$ cat config.mk
export PLATFORM = sky130hd
export DESIGN_NAME = cic_ctrl_flat
export DESIGN_NICKNAME = d
export VERILOG_FILES = /design/src/rtl/cic_pkg.sv /design/src/rtl/cic_ctrl_if.sv /design/src/rtl/cic_ctrl_fifo.sv /design/src/rtl/cic_ctrl.sv /design/src/flat_wrapper.sv
export SDC_FILE = /design/constraint.sdc
export NUM_CORES = 1
export LEC_CHECK = 0
export CAP_MARGIN = 20
export CORE_ASPECT_RATIO = 1.2
export CORE_UTILIZATION = 50
export DETAILED_ROUTE_END_ITERATION = 10
export PLACE_DENSITY = 0.77
export SLEW_MARGIN = 20
export SYNTH_ARGS = -nofsm -noshare
export SYNTH_HDL_FRONTEND = slang
export SYNTH_SLANG_ARGS = --single-unit
$ cat constraint.sdc
create_clock -name clk -period 6.4 [get_ports clk]
set_input_delay 0.64 -clock clk [delete_from_list [all_inputs] [get_ports clk]]
set_output_delay 0.64 -clock clk [all_outputs]
set_load 0.01 [all_outputs]
$ cat src/rtl/cic_pkg.sv
// cic_pkg: shared types for the CIC decimator sequencer.
// Sequencer states and the decimated-sample width.
package cic_pkg;

  localparam int SAMPLE_W = 24;

  typedef logic [SAMPLE_W-1:0] sample_t;

  typedef enum logic [1:0] {
    ST_IDLE   = 2'd0,
    ST_FLUSH  = 2'd1,
    ST_SETTLE = 2'd2,
    ST_RUN    = 2'd3
  } state_e;

endpackage

$ cat src/rtl/cic_ctrl_if.sv
// cic_ctrl_if: decimated-sample stream from the sequencer
// to the downstream audio consumer (valid/ready).
interface cic_ctrl_if
  import cic_pkg::*;
#(
  parameter int W = SAMPLE_W
);

  logic [W-1:0] out_data;
  logic         out_valid;
  logic         out_ready;

  modport master (
    output out_data,
    output out_valid,
    input  out_ready
  );

  modport slave (
    input  out_data,
    input  out_valid,
    output out_ready
  );

endinterface

$ cat src/rtl/cic_ctrl_fifo.sv
// cic_ctrl_fifo: 2-entry sample buffer with flush.
// A push on a full buffer succeeds only alongside a pop.
module cic_ctrl_fifo
  import cic_pkg::*;
#(
  parameter int W = SAMPLE_W
) (
  input  logic         clk,
  input  logic         reset,
  input  logic         flush,
  input  logic         push,
  input  logic         pop,
  input  logic [W-1:0] din,
  output logic [W-1:0] head,
  output logic         full,
  output logic         empty
);

  logic [W-1:0] mem_q [2];
  logic         wp_q;
  logic         rp_q;
  logic [1:0]   cnt_q;
  logic         do_push;
  logic         do_pop;

  assign full    = (cnt_q == 2'd2);
  assign empty   = (cnt_q == 2'd0);
  assign do_pop  = pop && !empty;
  assign do_push = push && (!full || do_pop);
  assign head    = empty ? '0 : mem_q[rp_q];

  always_ff @(posedge clk) begin
    if (reset) begin
      mem_q[0] <= '0;
      mem_q[1] <= '0;
      wp_q     <= 1'b0;
      rp_q     <= 1'b0;
      cnt_q    <= 2'd0;
    end else if (flush) begin
      wp_q     <= 1'b0;
      rp_q     <= 1'b0;
      cnt_q    <= 2'd0;
    end else begin
      if (do_push) begin
        mem_q[wp_q] <= din;
        wp_q        <= ~wp_q;
      end
      if (do_pop) begin
        rp_q <= ~rp_q;
      end
      cnt_q <= cnt_q + {1'b0, do_push}
                     - {1'b0, do_pop};
    end
  end

endmodule

$ cat src/rtl/cic_ctrl.sv
// cic_ctrl: PDM bit-clock divider, CIC strobe sequencer and
// warm-up discard in front of a 2-deep output buffer.
module cic_ctrl
  import cic_pkg::*;
#(
  parameter int CLKDIV     = 4,
  parameter int DECIM      = 8,
  parameter int SETTLE_OUT = 2,
  parameter int FLUSH_CYC  = 4,
  parameter int CIC_LAT    = 1,
  parameter int W          = SAMPLE_W
) (
  input  logic         clk,
  input  logic         reset,
  input  logic         enable,
  output logic         pdm_clk,
  input  logic         pdm_din,
  output logic         cic_reset,
  output logic         cic_din,
  output logic         cic_ce,
  input  logic [W-1:0] cic_val,
  cic_ctrl_if.master   aud,
  output logic         overrun,
  output logic [1:0]   state
);

  localparam int DIVW = $clog2(CLKDIV);
  localparam int BITW = $clog2(DECIM);
  localparam int FLW  =
    (FLUSH_CYC < 2) ? 1 : $clog2(FLUSH_CYC);
  localparam int DSW  =
    (SETTLE_OUT < 2) ? 1 : $clog2(SETTLE_OUT + 1);

  state_e             state_q, state_d;
  logic [FLW-1:0]     fl_q, fl_d;
  logic [DIVW-1:0]    div_q, div_d;
  logic [BITW-1:0]    bit_q, bit_d;
  logic [DSW-1:0]     ds_q, ds_d;
  logic [CIC_LAT-1:0] dl_q, dl_d;
  logic               din_q, din_d;
  logic               ce_q, ce_d;
  logic               ovr_q, ovr_d;

  logic run, active, strobe, frame_end;
  logic capture, push, pop, drop;
  logic fifo_full, fifo_empty, fifo_flush;

  assign active = (state_q == ST_SETTLE) ||
                  (state_q == ST_RUN);
  assign run       = enable && active;
  assign strobe    = run &&
                     (div_q == DIVW'(CLKDIV - 1));
  assign frame_end = ce_q &&
                     (bit_q == BITW'(DECIM - 1));
  assign capture   = run && dl_q[CIC_LAT-1];
  assign push      = capture && (state_q == ST_RUN);
  assign pop       = aud.out_valid && aud.out_ready;
  assign drop      = push && fifo_full && !pop;
  assign fifo_flush = !enable || (state_q == ST_IDLE);

  assign pdm_clk   = active &&
                     (div_q < DIVW'(CLKDIV / 2));
  assign cic_reset = (state_q == ST_IDLE) ||
                     (state_q == ST_FLUSH);
  assign cic_din   = din_q;
  assign cic_ce    = ce_q;
  assign overrun   = ovr_q;
  assign state     = state_q;

  always_comb begin
    state_d = state_q;
    fl_d    = '0;
    ds_d    = ds_q;
    ovr_d   = ovr_q;
    if (!enable) begin
      state_d = ST_IDLE;
      ds_d    = '0;
    end else begin
      unique case (state_q)
        ST_IDLE: begin
          state_d = ST_FLUSH;
          ds_d    = '0;
          ovr_d   = 1'b0;
        end
        ST_FLUSH: begin
          if (fl_q == FLW'(FLUSH_CYC - 1)) begin
            state_d = ST_SETTLE;
          end else begin
            fl_d = fl_q + 1'b1;
          end
        end
        ST_SETTLE: begin
          if (SETTLE_OUT == 0) begin
            state_d = ST_RUN;
          end else if (capture) begin
            ds_d = ds_q + 1'b1;
            if (ds_q == DSW'(SETTLE_OUT - 1)) begin
              state_d = ST_RUN;
            end
          end
        end
        ST_RUN: begin
          if (drop) begin
            ovr_d = 1'b1;
          end
        end
        default: state_d = ST_IDLE;
      endcase
    end
  end

  // Leaving SETTLE/RUN zeroes the divider and kills queued strobes.
  always_comb begin
    div_d = '0;
    bit_d = '0;
    din_d = 1'b0;
    ce_d  = 1'b0;
    dl_d  = '0;
    if (run) begin
      div_d = strobe ? '0 : div_q + 1'b1;
      din_d = strobe ? pdm_din : din_q;
      ce_d  = strobe;
      bit_d = bit_q;
      if (ce_q) begin
        bit_d = frame_end ? '0 : bit_q + 1'b1;
      end
      dl_d[0] = frame_end;
      for (int i = 1; i < CIC_LAT; i++) begin
        dl_d[i] = dl_q[i-1];
      end
    end
  end

  always_ff @(posedge clk) begin
    if (reset) begin
      state_q <= ST_IDLE;
      fl_q    <= '0;
      div_q   <= '0;
      bit_q   <= '0;
      ds_q    <= '0;
      dl_q    <= '0;
      din_q   <= 1'b0;
      ce_q    <= 1'b0;
      ovr_q   <= 1'b0;
    end else begin
      state_q <= state_d;
      fl_q    <= fl_d;
      div_q   <= div_d;
      bit_q   <= bit_d;
      ds_q    <= ds_d;
      dl_q    <= dl_d;
      din_q   <= din_d;
      ce_q    <= ce_d;
      ovr_q   <= ovr_d;
    end
  end

  cic_ctrl_fifo #(
    .W(W)
  ) u_fifo (
    .clk   (clk),
    .reset (reset),
    .flush (fifo_flush),
    .push  (push),
    .pop   (pop),
    .din   (cic_val),
    .head  (aud.out_data),
    .full  (fifo_full),
    .empty (fifo_empty)
  );

  assign aud.out_valid = !fifo_empty;

endmodule

$ cat src/flat_wrapper.sv
// flat-port wrapper written by rule: the top's interface ports become plain ports
module cic_ctrl_flat import cic_pkg::*;
#(
  parameter int CLKDIV     = 4,
  parameter int DECIM      = 8,
  parameter int SETTLE_OUT = 2,
  parameter int FLUSH_CYC  = 4,
  parameter int CIC_LAT    = 1,
  parameter int W          = SAMPLE_W
)
  (clk, reset, enable, pdm_clk, pdm_din, cic_reset, cic_din, cic_ce, cic_val, overrun, state, aud_out_data, aud_out_valid, aud_out_ready);
  cic_ctrl_if #(.W(W)) aud_i ();
  input  logic clk;
  input  logic reset;
  input  logic enable;
  output logic pdm_clk;
  input  logic pdm_din;
  output logic cic_reset;
  output logic cic_din;
  output logic cic_ce;
  input  logic [W-1:0] cic_val;
  output logic overrun;
  output logic [1:0] state;
  output wire logic [$bits(aud_i.out_data)-1:0] aud_out_data;
  output wire logic [$bits(aud_i.out_valid)-1:0] aud_out_valid;
  input wire logic [$bits(aud_i.out_ready)-1:0] aud_out_ready;
  assign aud_out_data = aud_i.out_data;
  assign aud_out_valid = aud_i.out_valid;
  assign aud_i.out_ready = aud_out_ready;
  cic_ctrl #(.CLKDIV(CLKDIV), .DECIM(DECIM), .SETTLE_OUT(SETTLE_OUT), .FLUSH_CYC(FLUSH_CYC), .CIC_LAT(CIC_LAT), .W(W)) u_core (.clk(clk), .reset(reset), .enable(enable), .pdm_clk(pdm_clk), .pdm_din(pdm_din), .cic_reset(cic_reset), .cic_din(cic_din), .cic_ce(cic_ce), .cic_val(cic_val), .aud(aud_i), .overrun(overrun), .state(state));
endmodule
======== Word level (Yosys, flattened, before mapping) ========
Memories as Yosys holds them, arrays and structs flattened. A register that Yosys moved wholly into a read port is not among the register bits.
Cells that the tools add are included.
cells by class
  $add $sub $neg .......................... 6
  bitwise gates (word level) .............. 5
  div/mod/pow operators ................... 0
  mux-type cells .......................... 21
  reductions and logical operators ........ 33
  multiply operators ...................... 0
  shift operators ......................... 0
  $lt $le $gt $ge ......................... 1
  eq/ne operators ......................... 12
operator list
  kind                                                                     number
  24-bit 2-to-1 mux                                                        2
  24-bit OR reduction                                                      1
  1-bit logical AND                                                        11
  1-bit 2-to-1 mux                                                         11
  2-bit == test, second input constant                                     5
  2-bit 2-to-1 mux                                                         4
  2-bit by 1-bit adder with 2-bit output, second input constant            3
  2-bit one-hot mux with 3 select lines                                    1
  2-bit OR reduction                                                       3
  1-bit inverter                                                           5
  2-bit by 1-bit == test with 1-bit output, second input constant          2
  1-bit logical NOT                                                        4
  2-bit logical NOT                                                        2
  1-bit logical OR                                                         4
  2-bit by 1-bit inequality test with 1-bit output, second input constant  2
  2-bit inequality test, second input constant                             2
  2-bit one-hot mux with 2 select lines                                    1
  4-bit AND reduction                                                      1
  2-bit nonzero test                                                       2
  4-bit OR reduction                                                       1
  3-bit by 1-bit adder with 3-bit output, second input constant            1
  3-bit == test, second input constant                                     1
  3-bit 2-to-1 mux                                                         1
  3-bit AND reduction                                                      1
  7 further kinds                                                          7
word-level totals
  bits in latches ......................... 0
  register bits after elaboration ......... 19
  memories ................................ 1
  memory bits (read-only) ................. 0
  memory bits (writable) .................. 48
memory list
  name                 words  width  read ports  clocked after memory_dff  write ports  line                 text
  u_core.u_fifo.mem_q  2      24     1           1                         2            cic_ctrl_fifo.sv:19  logic [W-1:0] mem_q [2];

======== Longest topological paths before layout ========
  depth in word-level cells ............... 12
  depth in mapped cells ................... 9
  depth with buffers taken out ............ 9

======== Modules after synthesis ========
A second synthesis with hierarchy kept.
second synthesis, totals
  cells, all modules ...................... 262
  area total of the unflattened synthesis .. 3130.5 um^2
modules (own cells, without submodules)
  module         sequential area each (um^2)  instances  cells an instance  area each (um^2)
  cic_ctrl_fifo  1541.5                       1          183                2384.8
  cic_ctrl       300.3                        1          79                 745.7

======== Worst setup path before layout ========
Ideal clock, no wire load.
  path type ............................... reg2reg
  start ................................... register u_core.state_q[0], in the netlist u_core.state[0]
  end ..................................... memory u_core.u_fifo.mem_q[0][0] in the netlist's numbering, enable pin
  period minus slack after synthesis ...... 2.445 ns
  required time ........................... 6.042 ns
  slack ................................... 3.955 ns
  stages on the path, launching flop included .. 7
  buffers on the path ..................... 1
  data arrival time ....................... 2.087 ns
  cell sequence ........................... dfxtp_1 inv_1 ha_1 or3b_1 buf_6 nor4_4 or2_2
RTL lines
  element                   line                 text
  start: declaration        cic_ctrl.sv:34       state_e state_q, state_d;
  start signal: assignment  cic_ctrl.sv:146      state_q <= state_d;
  end: declaration          cic_ctrl_fifo.sv:19

==> results.md <==
- Sw power: 0.000178 W
- Multiplexer share of the synthesized area: 0.0883
- Post-Synthesis Net Count: 307
- Ys flop type: edfxtp_1
- Top cells by count, synth: 49 x and2_1, 48 x edfxtp_1, 38 x nor2_1
- Chip height: 89.3 µm
- Row count: 31
- CP endpoint kind: flop
- IO Pins: slightly above 60
- Layout Nets: 368
- GRT Total Usage: 0.185
- Avg Inst Size Synth: approximately 12 µm²
- Post-Synth XOR/XNOR Area: 0.00552
- CTS sink count: 68
- Clock network fraction of total power: 0.392
- Largest net degree at the start of global routing: 26
- Placed cell areas: 3800 µm²
- Initial drt markers: 100
- Most frequent cell after synthesis: and2_1
- Post-CTS Setup Repair Bufs: 0
- Vias in the first global route: 1965
- Post-synth EDFFs: 48
- Final Cycle Share: 0.525
- Startpoint type of the worst setup path: input port
- Residual DRC count: 0
- LEAKAGE: 1.42 nW
- Starting density of the core: 0.521
- Share of cells above drive strength 1: 0.0604
- Bufs on Longest Clock Path: 2
- First-pass GRT wire length: 8.89 mm
- Clk root buf: clkbuf_8
- TritonRoute pass-1 iters: 4
- Routed wire per std cell: 13.7 µm
- Post-DP HPWL: 3.74 mm
- Remaining Overflow, GRT: 0
- Port bufs: 60
- Worst Max-Slew Pin Slew: 1.04 ns
- Peak supply drop: 177 µV
- Setup TNS: 0 ns
- Sequential power share: 0.553
- Synthesis-stage register bit count: a little under 70
- Register area share after synthesis: 0.580
- Core footprint: about 6000 µm²
- CTS tree: yes
- CP max FO: 25
- M1 GR Usage: 0.200
- Synth Area in Simple Gates: 0.214
- Num CTS Buffers: 9
- ANT cells: 0
- Placed Cells: 397
- Synth top area share: 0.454
- Power Density: 223 nW/µm²
- # hold bufs at CTS: 0
- Worst skew pair latency: 0.34 ns
- CP Data Required Time: 6.38 ns
- Worst Hold Class: reg -> reg
- Synth area leaders: edfxtp_1 45%, dfxtp_1 13%, and2_1 9.7%
- Slew Viols, Final: 0
- Final hold violation count: 0
- Max-Cap Viols: 0
- WS Path Type: in -> reg
- Total wire length: 5.64 mm
- Synth Warn #: 0
- Met2 GRT Util: 0.327
- Max_slew headroom: 0.305
- Finished Core Util: 0.657
- Endpoints failing setup: 0
- Final clock skew: 0.00661 ns
- Status: complete, no violations
- Final non-filler cell total: 413
- Crit path time final: 3.36 ns
- Vias/cell: 5.05
- F_max: 0.298 GHz
- Clock Pin Slew Worst Setup and Hold Paths: roughly 0.07 ns
- Leading area contributor after synthesis: edfxtp_1
- Pre-CTS setup slack: ~2.6 ns
- ANT nets after route: 0
- Design area: about 4000 µm²
- PnR worst setup slack: 3.04 ns
- Comb pwr share: 0.055
- DR vias: 2086
- Cells after Synth: 265
- GRT busiest layer: met2
- CTS resizes: 0
- CP arrival: 3.34 ns
- Met3 GRT Util: 0.0462
- Initial antenna violation count: 0
- Horiz. Die Dim: between 70 and 80 µm
- Share of flip-flops with an asynchronous set or reset: 0
- RSZ-0062 raised after global routing: no
- H-tree depth: 3
- P_int: 0.000712 W
- Die ar.: 6670 µm²
- Largest family of logic cells by synthesized area: simple AND/OR/NAND/NOR gates
- Complex-gate fraction of the synthesized area: 0.0236
- Adder-cell share of the synthesized area: 0.0512
- Sw Ratio: 0.200
- Final Wtd Congestion: between 0.8 and 0.9
- Post-Syn Area: 3170 µm²
- Layout area overhead: 26.0%
- Synth unique cells: 32
## path summary, 6_finish.rpt
check                   from                          to  slack, ns  depth (start not counted)
max                   enable  u_core.u_fifo.mem_q[1][11]       3.04                          4
min           u_core.fl_q[0]              u_core.fl_q[0]       0.42                          1
min reg2reg   u_core.fl_q[0]              u_core.fl_q[0]       0.42                          1
max reg2reg  u_core.state[0]  u_core.u_fifo.mem_q[1][11]       3.12                          5
## placed cells by master, fill, tap and decap left out, types with 4 or more instances in the layout
master,count
nand2_1,6
nor2_1,37
edfxtp_1,48
a21oi_1,6
clkdlybuf4s50_1,60
dfxtp_1,20
ha_1,13
clkbuf_8,11
or2_2,4
mux2i_1,28
inv_1,9
o21ai_0,5
and2_1,49
## flip-flops by register name, indices dropped and copies added (netlist names), named ones only
| register | flops |
|---|---|
| u_core.bit_q | 3 |
| u_core.cic_ce | 1 |
| u_core.cic_din | 1 |
| u_core.div_q | 2 |
| u_core.dl_q | 1 |
| u_core.ds_q | 2 |
| u_core.fl_q | 2 |
| u_core.overrun | 1 |
| u_core.state | 2 |
| u_core.u_fifo.cnt_q | 2 |
| u_core.u_fifo.mem_q | 48 |
| u_core.u_fifo.rp_q | 1 |
| u_core.u_fifo.wp_q | 1 |
## cell type report
class	count	area, µm²
Fill cell	474	2090
Sequential cell	68	1840
Multi-Input combinational cell	177	1220
Timing Repair Buffer	61	608
Clock buffer	13	159
Tap cell	82	103
Clock inverter	3	37.5
Inverter	9	33.8
## cell families after synthesis
logic type               Yosys count
flip-flops                        68
multiplexers                      28
AO/OA/AOI/OAI                     14
adder cells (fa/ha/maj)           13
AND/OR/NAND/NOR                  120
buffers and inverters             20
XOR/XNOR                           2
## metrics by stage
stage	power, W	hold WS, ns
final	0.000890	0.422
after global routing	0.000920	0.448
after CTS	0.000894	0.425
after detailed placement	0.000551	0.414
after global placement	0.000550	0.404
after floorplan	0.000522	0.396
## metal layers
layer / up-vias / share of wire
li1: 1025 / -
met1: 993 / 0.40
met2: 57 / 0.52
met3: 11 / 0.059
met4: 0 / 0.018
met5: - / 0
## power groups by stage
stage	logic, W	registers, W	clock network [W]
3_5_place_dp	0.0000491	0.000502	0
4_1_cts	0.0000497	0.000492	0.000352
6_report	0.0000491	0.000492	0.000349
5_1_grt	0.0000537	0.000493	0.000373
2_1_floorplan	0.0000215	0.000500	0
3_3_place_gp	0.0000490	0.000501	0
## critical path, stage by stage
cell	delay [ns]
clkdlybuf4s50_1	0.59
or3b_1	0.53
nor4_4	0.92
or2_2	0.64
(Power assumes the default switching activity.)
==> RTL change 1, RTL diff (config.mk and constraints unchanged) <==
Make the reset (`reset`) asynchronous in 2 clocked blocks.
--- a/src/rtl/cic_ctrl_fifo.sv
+++ b/src/rtl/cic_ctrl_fifo.sv
@@ -30,5 +30,5 @@
   assign head    = empty ? '0 : mem_q[rp_q];
 
-  always_ff @(posedge clk) begin
+  always_ff @(posedge clk or posedge reset) begin
     if (reset) begin
       mem_q[0] <= '0;
--- a/src/rtl/cic_ctrl.sv
+++ b/src/rtl/cic_ctrl.sv
@@ -132,5 +132,5 @@
   end
 
-  always_ff @(posedge clk) begin
+  always_ff @(posedge clk or posedge reset) begin
     if (reset) begin
       state_q <= ST_IDLE;
Check against the original RTL: differs if reset is asserted again (counterexample within 4 cycles, from zero or initial values and one cycle with reset high); with reset held inactive, the same outputs for 10 cycles.
==> RTL change 1 against the unedited design <==
Register-to-register slack better by 710 ps. Synthesized cell count is 2.6% lower. Worst setup slack better by 520 ps. Final area is 3.8% higher. Synthesized area is 4.2% higher. Clock skew is 5.9 ps higher. Sequential cell count is 1 lower. Worst hold slack better by 21 ps. Critical path depth stayed put. Sequential share of layout area is 5.7 points lower. Routed wire length is 6.7% higher. Critical endpoint is now cic_reset.
Power is not compared: it rests on default switching activity, and its combinational part moved more than twofold at a synthesized area within 25%.
==> RTL change 1: results (changes against the unedited design) <==
| Metric | Value |
|---|---|
| Outcome | `complete, no violations` |
| Fillers | `521 (+9.9%)` |
| Signal arrival time at the worst endpoint | `2200 ps (-1140 ps)` |
| Post-synthesis compound-gate area fraction | `3.21% (+0.85 points)` |
| Vias after detailed routing | `2,115 (+1.4%)` |
| M1 wire length | `2770 um (+23%)` |
| R2R setup slack | `3830 ps (+710 ps)` |
| Sequential cell count | `67 (-1.5%)` |
| Critical path fanouts, max | `13 (-48%)` |
| Delay contributed by the slowest stage of the critical path | `620 ps (-300 ps)` |
| Capture instance of the worst register-to-register path | `u_core.u_fifo.mem_q[23]` |
| Worst slack after detailed placement | `3420 ps (+768 ps)` |
| Sequential share of the synthesized area | `50.7% (-7.3 points)` |
| Hold path start | `u_core.fl_q[0]` |
| Met3 wire length | `302 um (-9.0%)` |
| PnR Total Power | `0.928 mW` |
| Fraction of the mapped netlist area in adder cells | `4.16% (-0.96 points)` |
| Multi-input gate area | `0.00153 mm^2 (+25%)` |
| Family of cells with the greatest summed delay on the critical path | `buffers and inverters` |
| Total number of multi-input combinational cells | `170 (-4.0%)` |
| Category of the worst setup path launch point | `flop` |
| Met2 Usage GRT | `33.2% (+0.51 points)` |
| Tightest Pin Transition | `829 ps (-211 ps)` |
| Sum of routed wire length over all layers | `6020 um (+6.7%)` |
| Post-layout net count | `361 (-1.9%)` |
| Final GP Congestion | `0.702 (-12%)` |
| Fraction of synthesized area in multiplexers | `27.1% (+18 points)` |
| Top cells by instance count after synthesis | `dfrtp_1 (67), nor2_1 (35), mux2i_1 (28), mux2_4 (20), mux2_2 (17)` |
| Critical path's slowest cell | `dfrtp_1` |
| Total GRT Usage | `19.5% (+1.0 points)` |
| R2R cell count | `6 (+1)` |
[RTL change 1: changes by cell type after synthesis, sizes merged, moves of 20 or more]
cell    unedited run  this run
dfrtp              0        67
edfxtp            48         0
mux2               0        48
and2              49         2
dfxtp             20         0
[RTL change 1: metrics by stage]
| stage | utilization, % | area (um^2) | hold slack [ps] | cells |
|---|---|---|---|---|
| 5_1_grt | 64.8 | 4150 | 460 | 411 |
| 3_5_place_dp | 61.9 | 3970 | 435 | 395 |
| 4_1_cts | 64.7 | 4150 | 444 | 411 |
| 2_1_floorplan | - | 3310 | 412 | 258 |
| 3_3_place_gp | 61.9 | 3970 | 427 | 395 |
| 6_report | 64.8 | 4150 | 443 | 411 |
[RTL change 1: worst max path at each step]
stage | depth (start not counted) | endpoint
3_5_place_dp | 9 | u_core.u_fifo.cnt_q[1]
6_report | 4 | cic_reset
5_1_grt | 4 | cic_reset
4_1_cts | 3 | aud_out_data[13]
3_3_place_gp | 9 | u_core.u_fifo.cnt_q[1]
2_1_floorplan | 1 | u_core.bit_q[0]
==> RTL change 2, RTL diff (same flow settings) <==
Without the edit above. `CLKDIV` is set to 4 in 2 places; all go to 8.
--- a/src/rtl/cic_ctrl.sv
+++ b/src/rtl/cic_ctrl.sv
@@ -4,5 +4,5 @@
   import cic_pkg::*;
 #(
-  parameter int CLKDIV     = 4,
+  parameter int CLKDIV     = 8,
   parameter int DECIM      = 8,
   parameter int SETTLE_OUT = 2,
--- a/src/flat_wrapper.sv
+++ b/src/flat_wrapper.sv
@@ -2,5 +2,5 @@
 module cic_ctrl_flat import cic_pkg::*;
 #(
-  parameter int CLKDIV     = 4,
+  parameter int CLKDIV     = 8,
   parameter int DECIM      = 8,
   parameter int SETTLE_OUT = 2,
Behaviour: not the same (Yosys sat finds a counterexample within 10 cycles, from zero or initial values and one cycle with reset high).
==> RTL change 2 against the unedited design <==
Via count down 1.7%. Die area up 1.0%. Worst hold slack better by 0.53 ps. Synthesized area up 1.1%. Total power down 4.6%. Sequential cell count up 1. Worst setup slack better by 78 ps. Routed wire length down 0.55%. Register-to-register slack better by 120 ps. Highest routed layer unchanged. Final area up 0.25%. Core utilization down 0.25 points.
==> RTL change 2: results (changes against the unedited design) <==
| Metric | Value |
|---|---|
| Worst min-delay path category | `flop to flop` |
| Fraction of the mapped netlist area in adder cells | `5.46% (+0.34 points)` |
| Layout Skew | `8.25 ps (+1.63 ps)` |
| Total GRT Usage | `18.1% (-0.42 points)` |
| Via count of the first global-routing pass | `1,990 (+1.3%)` |
| Violation count after the first detailed-routing iteration | `132 (+32%)` |
| Outcome | `complete, no violations` |
| Dominant cells by area after synthesis | `edfxtp_1 (45%), dfxtp_1 (13%), and2_1 (9.6%)` |
| Dpl hpwl | `3770 um (+0.68%)` |
| Tightest Pin Transition | `994 ps (-45.7 ps)` |
| Placed inst area | `0.00384 mm^2 (+1.0%)` |
| Switching component of the power | `0.182 mW (+2.5%)` |
| Cell count after placement | `398 (+0.25%)` |
| Total combinational power | `0.0492 mW (about the same)` |
| Worst slack after detailed placement | `2740 ps (+87.6 ps)` |
| Relative contribution of the clock network to total power | `35.6% (-3.6 points)` |
| Top Registers | `u_core.u_fifo.mem_q x48, u_core.bit_q x3, u_core.div_q x3` |
| Signal arrival time at the worst endpoint | `3240 ps (-100 ps)` |
| Post-layout net count | `370 (+0.54%)` |
| Sequential share of the synthesized area | `58.0% (about the same)` |
| Vias after detailed routing | `2,051 (-1.7%)` |
| Wire length of the first global-routing pass | `9160 um (+2.9%)` |
| Post-layout instance count excluding filler cells | `414 (+0.24%)` |
| Top cells by instance count after synthesis | `and2_1 (49), edfxtp_1 (48), nor2_1 (39), mux2i_1 (29), dfxtp_1 (21)` |
| Delay contributed by the slowest stage of the critical path | `790 ps (-130 ps)` |
| Max VDD drop | `0.136 mV (-23%)` |
| Ratio of cells with drive above 1 in the final layout | `6.93% (+0.89 points)` |
| Leakage | `1.43 nW (+0.68%)` |
| WL/cell | `13.5 um (-0.79%)` |
RTL change 2: cell types whose count changed after synthesis, sizes merged:
| cell | delta |
|---|---|
| nor4b | +1 |
| nor3b | +1 |
| nor4 | -1 |
| clkbuf | +2 |
| dfxtp | +1 |
| ha | +1 |
| mux2i | +1 |
| a21oi | -1 |
| nand2b | -1 |
| nor2 | +1 |
| nand3b | -1 |
| inv | -1 |
RTL change 2: worst max-delay path: cells and delay by family:
| family | cells | cell delay [ps] |
|---|---|---|
| AND/OR/NAND/NOR | 3 | 1980 |
| buffers and inverters | 1 | 610 |
RTL change 2: path summary, 6_finish.rpt:
kind                                       from  slack (ps)                          to  depth (start not counted)
worst max-delay path                     enable        3120  u_core.u_fifo.mem_q[0][10]                          4
worst min-delay path             u_core.fl_q[0]         420              u_core.fl_q[0]                          1
worst max register to register  u_core.state[0]        3240  u_core.u_fifo.mem_q[0][10]                          5
worst min register to register   u_core.fl_q[0]         420              u_core.fl_q[0]                          1
RTL change 2: per-layer routing:
layer | global-route usage [%] | part of all wire [%] | vias up
li1 | - | - | 1030
met1 | 21.0 | 42 | 965
met2 | 30.4 | 52 | 47
met3 | 3.81 | 4.4 | 9
met4 | 9.43 | 1.7 | 0
met5 | 0 | 0 | -
RTL change 2: cell type report:
| class | instances | area (um^2) |
|---|---|---|
| clock buffers | 11 | 141 |
| clock inverters | 5 | 26.3 |
| fillers | 504 | 2120 |
| inverters | 8 | 30.0 |
| multi-input cells | 178 | 1240 |
| flip-flops and latches | 69 | 1860 |
| well taps | 82 | 103 |
| repair buffers | 61 | 608 |
